[src/rtl/text_scroll_engine.sv]
// Glyph-column scroller: buffers up to WORD_COUNT 7-bit character codes and
// streams them to a column-driven display, one column per step pulse.
// Codes with bit6 set select a font glyph; otherwise bits[5:0] are emitted
// directly as a single raw column.
module text_scroll_engine #(
  parameter  int WORD_COUNT = 16,
  parameter  int GLYPH_COLS = 8,
  localparam int PTR_W      = $clog2(WORD_COUNT),
  localparam int CNT_W      = $clog2(WORD_COUNT + 1)
) (
  input  logic             i_clk,
  input  logic             i_rst_n,
  input  logic             i_wr_en,
  input  logic [6:0]       i_wr_data,
  input  logic             i_clear,
  input  logic             i_run,
  input  logic             i_oneshot,
  input  logic             i_step,
  output logic [7:0]       o_col_out,
  output logic             o_col_valid,
  output logic             o_done,
  output logic [CNT_W-1:0] o_count,
  output logic             o_full
);

  typedef enum logic [1:0] {S_IDLE, S_RUN, S_DONE} state_t;

  state_t           r_state,     w_state_n;
  logic [CNT_W-1:0] r_count,     w_count_n;
  logic [PTR_W-1:0] r_wr_ptr,    w_wr_ptr_n;
  logic [PTR_W-1:0] r_rd_ptr,    w_rd_ptr_n;
  logic [2:0]       r_col,       w_col_n;
  logic [7:0]       r_col_out,   w_col_out_n;
  logic             r_col_valid, w_col_valid_n;
  logic             r_oneshot,   w_oneshot_n;
  logic [6:0]       r_buf [WORD_COUNT];

  logic             w_full;
  logic             w_wr_ok;
  logic [CNT_W-1:0] w_cnt_post;
  logic [6:0]       w_char;
  logic             w_last;
  logic             w_adv;

  // Font: glyph columns 1..6 packed msb-first; column 0 and column 7 are blank.
  function automatic logic [41:0] glyph_bits(input logic [5:0] code);
    case (code)
      6'h10: glyph_bits = {7'h3E, 7'h61, 7'h51, 7'h49, 7'h45, 7'h3E}; // 0
      6'h11: glyph_bits = {7'h00, 7'h42, 7'h7F, 7'h40, 7'h00, 7'h00}; // 1
      6'h12: glyph_bits = {7'h62, 7'h51, 7'h49, 7'h49, 7'h46, 7'h00}; // 2
      6'h13: glyph_bits = {7'h22, 7'h41, 7'h49, 7'h49, 7'h36, 7'h00}; // 3
      6'h14: glyph_bits = {7'h18, 7'h14, 7'h12, 7'h7F, 7'h10, 7'h00}; // 4
      6'h15: glyph_bits = {7'h27, 7'h45, 7'h45, 7'h45, 7'h39, 7'h00}; // 5
      6'h16: glyph_bits = {7'h3C, 7'h4A, 7'h49, 7'h49, 7'h30, 7'h00}; // 6
      6'h17: glyph_bits = {7'h01, 7'h71, 7'h09, 7'h05, 7'h03, 7'h00}; // 7
      6'h18: glyph_bits = {7'h36, 7'h49, 7'h49, 7'h49, 7'h36, 7'h00}; // 8
      6'h19: glyph_bits = {7'h06, 7'h49, 7'h49, 7'h29, 7'h1E, 7'h00}; // 9
      6'h21: glyph_bits = {7'h7C, 7'h12, 7'h11, 7'h11, 7'h12, 7'h7C}; // A
      6'h22: glyph_bits = {7'h7F, 7'h49, 7'h49, 7'h49, 7'h36, 7'h00}; // B
      6'h23: glyph_bits = {7'h3E, 7'h41, 7'h41, 7'h41, 7'h22, 7'h00}; // C
      6'h24: glyph_bits = {7'h7F, 7'h41, 7'h41, 7'h22, 7'h1C, 7'h00}; // D
      6'h25: glyph_bits = {7'h7F, 7'h49, 7'h49, 7'h49, 7'h41, 7'h00}; // E
      6'h26: glyph_bits = {7'h7F, 7'h09, 7'h09, 7'h09, 7'h01, 7'h00}; // F
      6'h27: glyph_bits = {7'h3E, 7'h41, 7'h49, 7'h49, 7'h7A, 7'h00}; // G
      6'h28: glyph_bits = {7'h7F, 7'h08, 7'h08, 7'h08, 7'h7F, 7'h00}; // H
      6'h29: glyph_bits = {7'h00, 7'h41, 7'h7F, 7'h41, 7'h00, 7'h00}; // I
      6'h2A: glyph_bits = {7'h20, 7'h40, 7'h41, 7'h3F, 7'h01, 7'h00}; // J
      6'h2B: glyph_bits = {7'h7F, 7'h08, 7'h14, 7'h22, 7'h41, 7'h00}; // K
      6'h2C: glyph_bits = {7'h7F, 7'h40, 7'h40, 7'h40, 7'h40, 7'h00}; // L
      6'h2D: glyph_bits = {7'h7F, 7'h02, 7'h0C, 7'h02, 7'h7F, 7'h00}; // M
      6'h2E: glyph_bits = {7'h7F, 7'h04, 7'h08, 7'h10, 7'h7F, 7'h00}; // N
      6'h2F: glyph_bits = {7'h3E, 7'h41, 7'h41, 7'h41, 7'h3E, 7'h00}; // O
      6'h30: glyph_bits = {7'h7F, 7'h09, 7'h09, 7'h09, 7'h06, 7'h00}; // P
      6'h31: glyph_bits = {7'h3E, 7'h41, 7'h51, 7'h21, 7'h5E, 7'h00}; // Q
      6'h32: glyph_bits = {7'h7F, 7'h09, 7'h19, 7'h29, 7'h46, 7'h00}; // R
      6'h33: glyph_bits = {7'h46, 7'h49, 7'h49, 7'h49, 7'h31, 7'h00}; // S
      6'h34: glyph_bits = {7'h01, 7'h01, 7'h7F, 7'h01, 7'h01, 7'h00}; // T
      6'h35: glyph_bits = {7'h3F, 7'h40, 7'h40, 7'h40, 7'h3F, 7'h00}; // U
      6'h36: glyph_bits = {7'h1F, 7'h20, 7'h40, 7'h20, 7'h1F, 7'h00}; // V
      6'h37: glyph_bits = {7'h3F, 7'h40, 7'h38, 7'h40, 7'h3F, 7'h00}; // W
      6'h38: glyph_bits = {7'h63, 7'h14, 7'h08, 7'h14, 7'h63, 7'h00}; // X
      6'h39: glyph_bits = {7'h07, 7'h08, 7'h70, 7'h08, 7'h07, 7'h00}; // Y
      6'h3A: glyph_bits = {7'h61, 7'h51, 7'h49, 7'h45, 7'h43, 7'h00}; // Z
      default: glyph_bits = '0;
    endcase
  endfunction

  // Font lookup for one column; column 0 and column 7 always read blank.
  function automatic logic [6:0] rom_col(input logic [5:0] code, input logic [2:0] col);
    logic [41:0] g;
    g = glyph_bits(code);
    case (col)
      3'd1:    rom_col = g[41:35];
      3'd2:    rom_col = g[34:28];
      3'd3:    rom_col = g[27:21];
      3'd4:    rom_col = g[20:14];
      3'd5:    rom_col = g[13:7];
      3'd6:    rom_col = g[6:0];
      default: rom_col = 7'h00;
    endcase
  endfunction

  assign w_full     = (r_count == CNT_W'(WORD_COUNT));
  assign w_wr_ok    = !i_clear && (r_state == S_IDLE) && i_wr_en && !w_full;
  assign w_cnt_post = w_wr_ok ? (r_count + 1'b1) : r_count;
  assign w_char     = r_buf[r_rd_ptr];
  assign w_last     = (CNT_W'(r_rd_ptr) == (r_count - 1'b1));

  // Next-state and next-output decode: clear first, then run-drop, then state actions.
  always_comb begin
    w_state_n     = r_state;
    w_count_n     = r_count;
    w_wr_ptr_n    = r_wr_ptr;
    w_rd_ptr_n    = r_rd_ptr;
    w_col_n       = r_col;
    w_col_out_n   = r_col_out;
    w_col_valid_n = 1'b0;
    w_oneshot_n   = r_oneshot;
    w_adv         = 1'b0;
    if (i_clear) begin
      w_state_n   = S_IDLE;
      w_count_n   = '0;
      w_wr_ptr_n  = '0;
      w_rd_ptr_n  = '0;
      w_col_n     = '0;
      w_col_out_n = 8'h00;
    end else begin
      case (r_state)
        S_IDLE: begin
          w_col_out_n = 8'h00;
          if (w_wr_ok) begin
            w_wr_ptr_n = r_wr_ptr + 1'b1;
            w_count_n  = w_cnt_post;
          end
          // A same-cycle write counts toward the start condition.
          if (i_run && (w_cnt_post != '0)) begin
            w_state_n   = S_RUN;
            w_oneshot_n = i_oneshot;
            w_rd_ptr_n  = '0;
            w_col_n     = '0;
          end
        end
        S_RUN: begin
          if (!i_run) begin
            w_state_n   = S_IDLE;
            w_rd_ptr_n  = '0;
            w_col_n     = '0;
            w_col_out_n = 8'h00;
          end else if (i_step) begin
            w_col_valid_n = 1'b1;
            if (!w_char[6]) begin
              w_col_out_n = {1'b0, w_char[5:0], 1'b0};
              w_adv       = 1'b1;
            end else begin
              w_col_out_n = {1'b0, rom_col(w_char[5:0], r_col)};
              if (r_col == 3'(GLYPH_COLS - 1)) begin
                w_col_n = '0;
                w_adv   = 1'b1;
              end else begin
                w_col_n = r_col + 1'b1;
              end
            end
            if (w_adv) begin
              if (w_last) begin
                w_rd_ptr_n = '0;
                if (r_oneshot) w_state_n = S_DONE;
              end else begin
                w_rd_ptr_n = r_rd_ptr + 1'b1;
              end
            end
          end
        end
        S_DONE: begin
          w_col_out_n = 8'h00;
          if (!i_run) begin
            w_state_n  = S_IDLE;
            w_rd_ptr_n = '0;
            w_col_n    = '0;
          end
        end
        default: begin
          w_state_n   = S_IDLE;
          w_col_out_n = 8'h00;
        end
      endcase
    end
  end

  // Control and output registers.
  always_ff @(posedge i_clk or negedge i_rst_n) begin
    if (!i_rst_n) begin
      r_state     <= S_IDLE;
      r_count     <= '0;
      r_wr_ptr    <= '0;
      r_rd_ptr    <= '0;
      r_col       <= '0;
      r_col_out   <= 8'h00;
      r_col_valid <= 1'b0;
      r_oneshot   <= 1'b0;
    end else begin
      r_state     <= w_state_n;
      r_count     <= w_count_n;
      r_wr_ptr    <= w_wr_ptr_n;
      r_rd_ptr    <= w_rd_ptr_n;
      r_col       <= w_col_n;
      r_col_out   <= w_col_out_n;
      r_col_valid <= w_col_valid_n;
      r_oneshot   <= w_oneshot_n;
    end
  end

  // Character buffer; contents need no reset since count gates what is played.
  always_ff @(posedge i_clk) begin
    if (w_wr_ok) r_buf[r_wr_ptr] <= i_wr_data;
  end

  assign o_col_out   = r_col_out;
  assign o_col_valid = r_col_valid;
  assign o_done      = (r_state == S_DONE);
  assign o_count     = r_count;
  assign o_full      = w_full;

endmodule
[config.mk]
export PLATFORM = sky130hd
export DESIGN_NAME = text_scroll_engine
export DESIGN_NICKNAME = d
export VERILOG_FILES = /design/src/rtl/text_scroll_engine.sv
export SDC_FILE = /design/constraint.sdc
export NUM_CORES = 1
export LEC_CHECK = 0
export BUFFER_PORTS_ARGS = -buffer_cell sky130_fd_sc_hd__buf_2
export CAP_MARGIN = 10
export CORE_UTILIZATION = 65
export CTS_CLUSTER_DIAMETER = 150
export DETAILED_ROUTE_END_ITERATION = 7
export PLACE_DENSITY = 0.83
export SETUP_SLACK_MARGIN = 0.15
export SKIP_LAST_GASP = 1
export SYNTH_ARGS = -nofsm -noshare
export SYNTH_HDL_FRONTEND = slang
export SYNTH_SLANG_ARGS = --single-unit
[constraint.sdc]
create_clock -name i_clk -period 8.6 [get_ports i_clk]
set_input_delay 0.43 -clock i_clk [delete_from_list [all_inputs] [get_ports i_clk]]
set_output_delay 0.43 -clock i_clk [all_outputs]
set_load 0.05 [all_outputs]
# Yosys cells after proc, flatten, opt, wreduce, memory -nomap -nowiden
# Memories as Yosys holds them, arrays and structs flattened.
# Cells that the tools add are included.
[word_totals]
ramBits = 112
n_memories = 2
wordCells = 100
in_bits = 14
out_inout_bits = 16
rom_bits = 2624
ff_bits = 28
[op_classes]
add_sub_neg = 5
bitwise_logic = 1
eq_ne = 18
n_mux = 50
reduce_logical = 16
[memory_table]
columns = ["name", "depth", "width", "rd", "rd_ports_with_merged_regs", "write_ports", "line_no", "source"]
rows = [
  ["(name not given)", 64, 41, 1, 0, 0, "47", "case (code)"],
  ["r_buf", 16, 7, 1, 0, 1, "36", "logic [6:0] r_buf [WORD_COUNT];"],
]
[op_table]
columns = ["cell", "count"]
rows = [
  ["one-hot mux 7 bit (6 select lines)", 1],
  ["2-to-1 mux 4 bit", 10],
  ["2-to-1 mux 8 bit", 4],
  ["2-to-1 mux 3 bit", 7],
  ["2-to-1 mux 5 bit", 4],
  ["!= test 4 bit, second input constant", 5],
  ["2-to-1 mux 2 bit", 8],
  ["equality test 3 bit, second input constant", 4],
  ["2-to-1 mux 1 bit", 12],
  ["one-hot mux 4 bit (3 select lines)", 1],
  ["AND reduction 5 bit", 2],
  ["one-hot mux 3 bit (3 select lines)", 1],
  ["adder 4 x 1 -> 4 bit, second input constant", 2],
  ["2-to-1 mux 7 bit", 1],
  ["equality test 3 x 2 -> 1 bit, second input constant", 2],
  ["one-hot mux 2 bit (3 select lines)", 1],
  ["AND reduction 6 bit", 1],
  ["adder 5 x 1 -> 5 bit, second input constant", 1],
  ["equality test 4 x 5 -> 1 bit", 1],
  ["equality test 5 bit, second input constant", 1],
  ["nonzero test 5 bit", 1],
  ["subtractor 5 x 1 -> 5 bit, second input constant", 1],
  ["logical AND 1 bit", 4],
  ["nonzero test 2 bit", 2],
  ["12 further kinds", 13],
]

# Logic depth before layout (Yosys ltp)
[logic_depth]
ltp_word = 12
ltp_mapped = 17
depth_no_buf = 12

# Worst setup path after synthesis
# Ideal clock, no wire load.
[synth_path]
path_type = "reg-to-reg"
start = "register r_rd_ptr[0]"
end = "register r_col_out[2], in the netlist o_col_out[2]"
arrival_time_ns = 3.163
required_time_ns = 8.461
period_less_slack_ns = 3.302
setup_ns = 0.139
setup_slack_ns = 5.298
stages_incl_launch_ff = 15
n_path_buf = 3
path_cell_list = "dfrtp_1 buf_2 mux4_2 nand3_1 and4_1 buf_2 clkinv_1 ha_1 clkbuf_1 o21ai_0 o21ai_1 a32oi_1 o41ai_1 a2111oi_0 a211oi_1"
[synth_between]
elab_chain_len = 8
[synth_lines]
columns = ["item", "line_no", "source"]
rows = [
  ["from (decl)", "31", "logic [PTR_W-1:0] r_rd_ptr, w_rd_ptr_n;"],
  ["from (signal assigned)", "204", "r_rd_ptr <= w_rd_ptr_n;"],
  ["memory (16 x 7 bit) (*)", "-", ""],
  ["memory (64 x 41 bit)", "-", ""],
  ["one-hot mux 7 bit (6 select lines)", "92", "case (col)"],
  ["2-to-1 mux 7 bit (*)", "151", "if (!w_char[6]) begin"],
  ["2-to-1 mux 8 bit (*)", "149", "end else if (i_step) begin"],
  ["2-to-1 mux 8 bit (*)", "144", "if (!i_run) begin"],
  ["2-to-1 mux 8 bit (*)", "128", "case (r_state)"],
  ["2-to-1 mux 8 bit (*)", "120", "if (i_clear) begin"],
  ["to (signal assigned)", "206", "r_col_out <= w_col_out_n;"],
  ["to (decl)", "33", "logic [7:0] r_col_out, w_col_out_n;"],
]
# Every way passes the cells marked *; elsewhere a longest branch is shown, timed or not. The select of a mux whose other input is x is not followed.
# A chain may end at the register's enable or synchronous reset.

# Worst setup path in the final report
[layout_path]
start = "register r_rd_ptr[0]"
end = "register r_col_out[3], in the netlist o_col_out[3]"
# The elaborated chain is that of the path after synthesis.

==> impl_metrics.tcl <==
set metrics [dict create \
    outcome "finished with violations" \
    violations "design-rule violations" \
    syn_avg_cell_area_um2 11.3 \
    fp.dieH_um 115 \
    clk_pin_slew_ns 0.08 \
    portBuffers 28 \
    cts_sinks 139 \
    skew_ns 0.0194 \
    drive_above_1_share 0.159 \
    fin_area_um2 8990 \
    grt_pass1_vias 6806 \
    fin_crit_ns 5.01 \
    syn_area_um2 8270 \
    ir_drop_v 0.000166 \
    clk_latency_ns 0.43 \
    synth_edf_count 112 \
    cts_buffers 17 \
    startpoint_type "flop" \
    place_congestion 0.984 \
    yosysTopAreaCellShare 0.407 \
    grt_usage 0.448 \
    yosysTopAreaCell "edfxtp_1" \
    fin_crit_sh 0.582 \
    cts_max_level 4 \
    fp.dieW_um 115 \
    cellPowerDensity_nw_per_um2 262 \
    drtAntennaViolNets 0 \
    die_area_um2 13200 \
    drt_first_pass_iters 8 \
    top_layer_used "met4" \
    dp_hpwl_mm 17.5 \
    tightest_slew_ns 1.24 \
    synthTopCellsByCount "112 x edfxtp_1, 74 x nand2_1, 46 x o21ai_0, 42 x nor2_1, 29 x nand3_1" \
    critPathRequiredTime_ns 8.89 \
    seq_area_frac_synth 0.488 \
    start_util 0.677 \
    crit_arrival_ns 5.30 \
    synthMostInstantiatedCell "edfxtp_1" \
    dp.cells 880 \
    utilization 0.736 \
    gr-total-overflow 0 \
    path_max_fanout 21 \
    syn_inst 734 \
    routedLengthMet1_mm 9.33 \
    leakage_nw 3.15 \
    rsz0062_at_grt "false" \
    drcViolationCount 49 \
    cts_max_path_buffers 2 \
    routed_wl_mm 27.7 \
    ctsHoldBuffers 0 \
    cts_tree "built" \
    drt-initial-drc-count 1965 \
    diodes 0 \
    slew_headroom 0.172 \
    yosys_warnings 0 \
    setup_tns_ns 0 \
    path_class "flop to flop" \
    place_area_um2 8370 \
    num_rows 40 \
    vias 7154 \
    synth-seq-cells 139 \
    finalSetupViolCount 0 \
    synth_cell_types 86 \
    stdcell_count 912 \
    grt_first_pass_wirelength_mm 41.7 \
    routedWlPerCell_um 30.4 \
    vias_per_cell 7.84 \
    ys.flop_type "edfxtp_1" \
    core-area_um2 12200 \
    drv_slew 0 \
    max_clock_freq_mhz 200 \
    grt_max_degree 40 \
    synthTopCellsByArea "edfxtp_1 41%, dfrtp_1 8.2%, mux4_2 7.1%, nand2_1 3.4%, ha_1 3.3%" \
    cts_resized 0 \
    clockRootBuffer "clkbuf_16" \
    antenna_found_initial 0 \
    ios 30 \
    finalHoldViolCount 0 \
    dr_wl_met3_mm 4.45 \
    async_reset_ff_frac 0.194 \
    syn2layout_area_growth_pct 8.67 \
    cts_setup_buffers 0 \
    wl_met2_mm 12.3 \
    syn_nets 770 \
    cp-end-kind "flop" \
    hold_path_class "input port to async pin" \
    fin_nets 767 \
    maxCapViolCount 0 \
]
## report_power, final
| group | internal (mW) | switching [mW] |
|---|---|---|
| registers | 0.748 | 0.0220 |
| clock network | 0.464 | 0.312 |
| logic | 0.233 | 0.579 |
## path summary, 6_finish.rpt
path	to	from	slack [ns]	depth (start not counted)
worst min-delay path	o_col_out[1]	i_rst_n	0.04	1
max in group asynchronous	r_rd_ptr[1]	i_rst_n	8.09	1
min in group i_clk	r_oneshot	i_oneshot	0.24	2
worst max-delay path	o_col_out[3]	r_rd_ptr[0]	3.59	13
worst min register to register	o_col_out[1]	o_col_out[1]	0.49	2
worst max register to register	o_col_out[3]	r_rd_ptr[0]	3.59	13
## cells in the final DEF (no fill, tap or decap), drive strengths merged, types with 4 or more instances in the layout
cell type    n
a2111oi      6
clkbuf      18
ha          22
a31oi        7
and3        13
a211o        5
nand3       29
o21bai       4
a311oi       4
inv         21
o32ai        4
nand4        6
nor3        15
a21o         7
xnor2        8
buf         35
and2        19
o211ai       9
o22ai        5
o21ai       55
a21oi       30
o31ai        6
a22oi        5
edfxtp     112
xor2         8
nor2b        7
nor4         5
mux2i        7
dfrtp       27
mux4        29
nand2       75
mux2         6
a41oi        6
o21a         5
nor2        47
a211oi      13
clkinv       5
## metal layers
layer / vias up / global-route usage
met3: 197 / 0.154
met1: 3335 / 0.590
li1: 2852 / -
met2: 770 / 0.663
met5: - / 0
met4: 0 / 0.234
## flip-flops by register name, indices dropped and copies added, names as in the netlist
name,cells
o_col_out,7
o_col_valid,1
o_count,5
r_buf,112
r_col,3
r_oneshot,1
r_rd_ptr,4
r_state,2
r_wr_ptr,4
## kinds of logic after synthesis
| logic type | count (synthesis) | synth area share |
|---|---|---|
| fa+ha+maj | 22 | 0.0333 |
| other cells | 1 | 0.000453 |
| simple gates | 231 | 0.137 |
| flops | 139 | 0.488 |
| compound gates | 209 | 0.178 |
| mux | 42 | 0.100 |
| buf+inv | 74 | 0.0457 |
| xor+xnor | 16 | 0.0169 |
## area by class of cell
class / instances / area [um^2]
sequential: 139 / 4040
multi-input combinational: 521 / 3870
fill: 807 / 3220
clock buffer: 18 / 429
tap: 168 / 210
timing repair buffer: 35 / 193
clock inverter: 14 / 186
inverter: 17 / 63.8
## per-stage QoR
step | setup slack (ns) | hold slack [ns] | total power, mW
after CTS | 3.81 | 0.0469 | 2.30
after global routing | 3.43 | 0.0806 | 2.41
after global placement | 4.02 | 0.474 | 1.52
final | 3.59 | 0.0384 | 2.36
after floorplan | 5.30 | 0.134 | 1.33
after detailed placement | 3.85 | 0.484 | 1.53
## critical path, cell delays in order, from the launching register on
cell	delay, ns
dfrtp_1	0.54
buf_4	0.43
mux4_2	0.60
nand3_1	0.11
and4_1	0.60
clkinv_1	0.53
ha_1	0.56
inv_1	0.18
nand2_1	0.11
a311o_1	0.40
o311ai_1	0.13
o21ai_1	0.12
a2111oi_1	0.44
o21ai_1	0.11
Power figures use the tool's default switching activity.
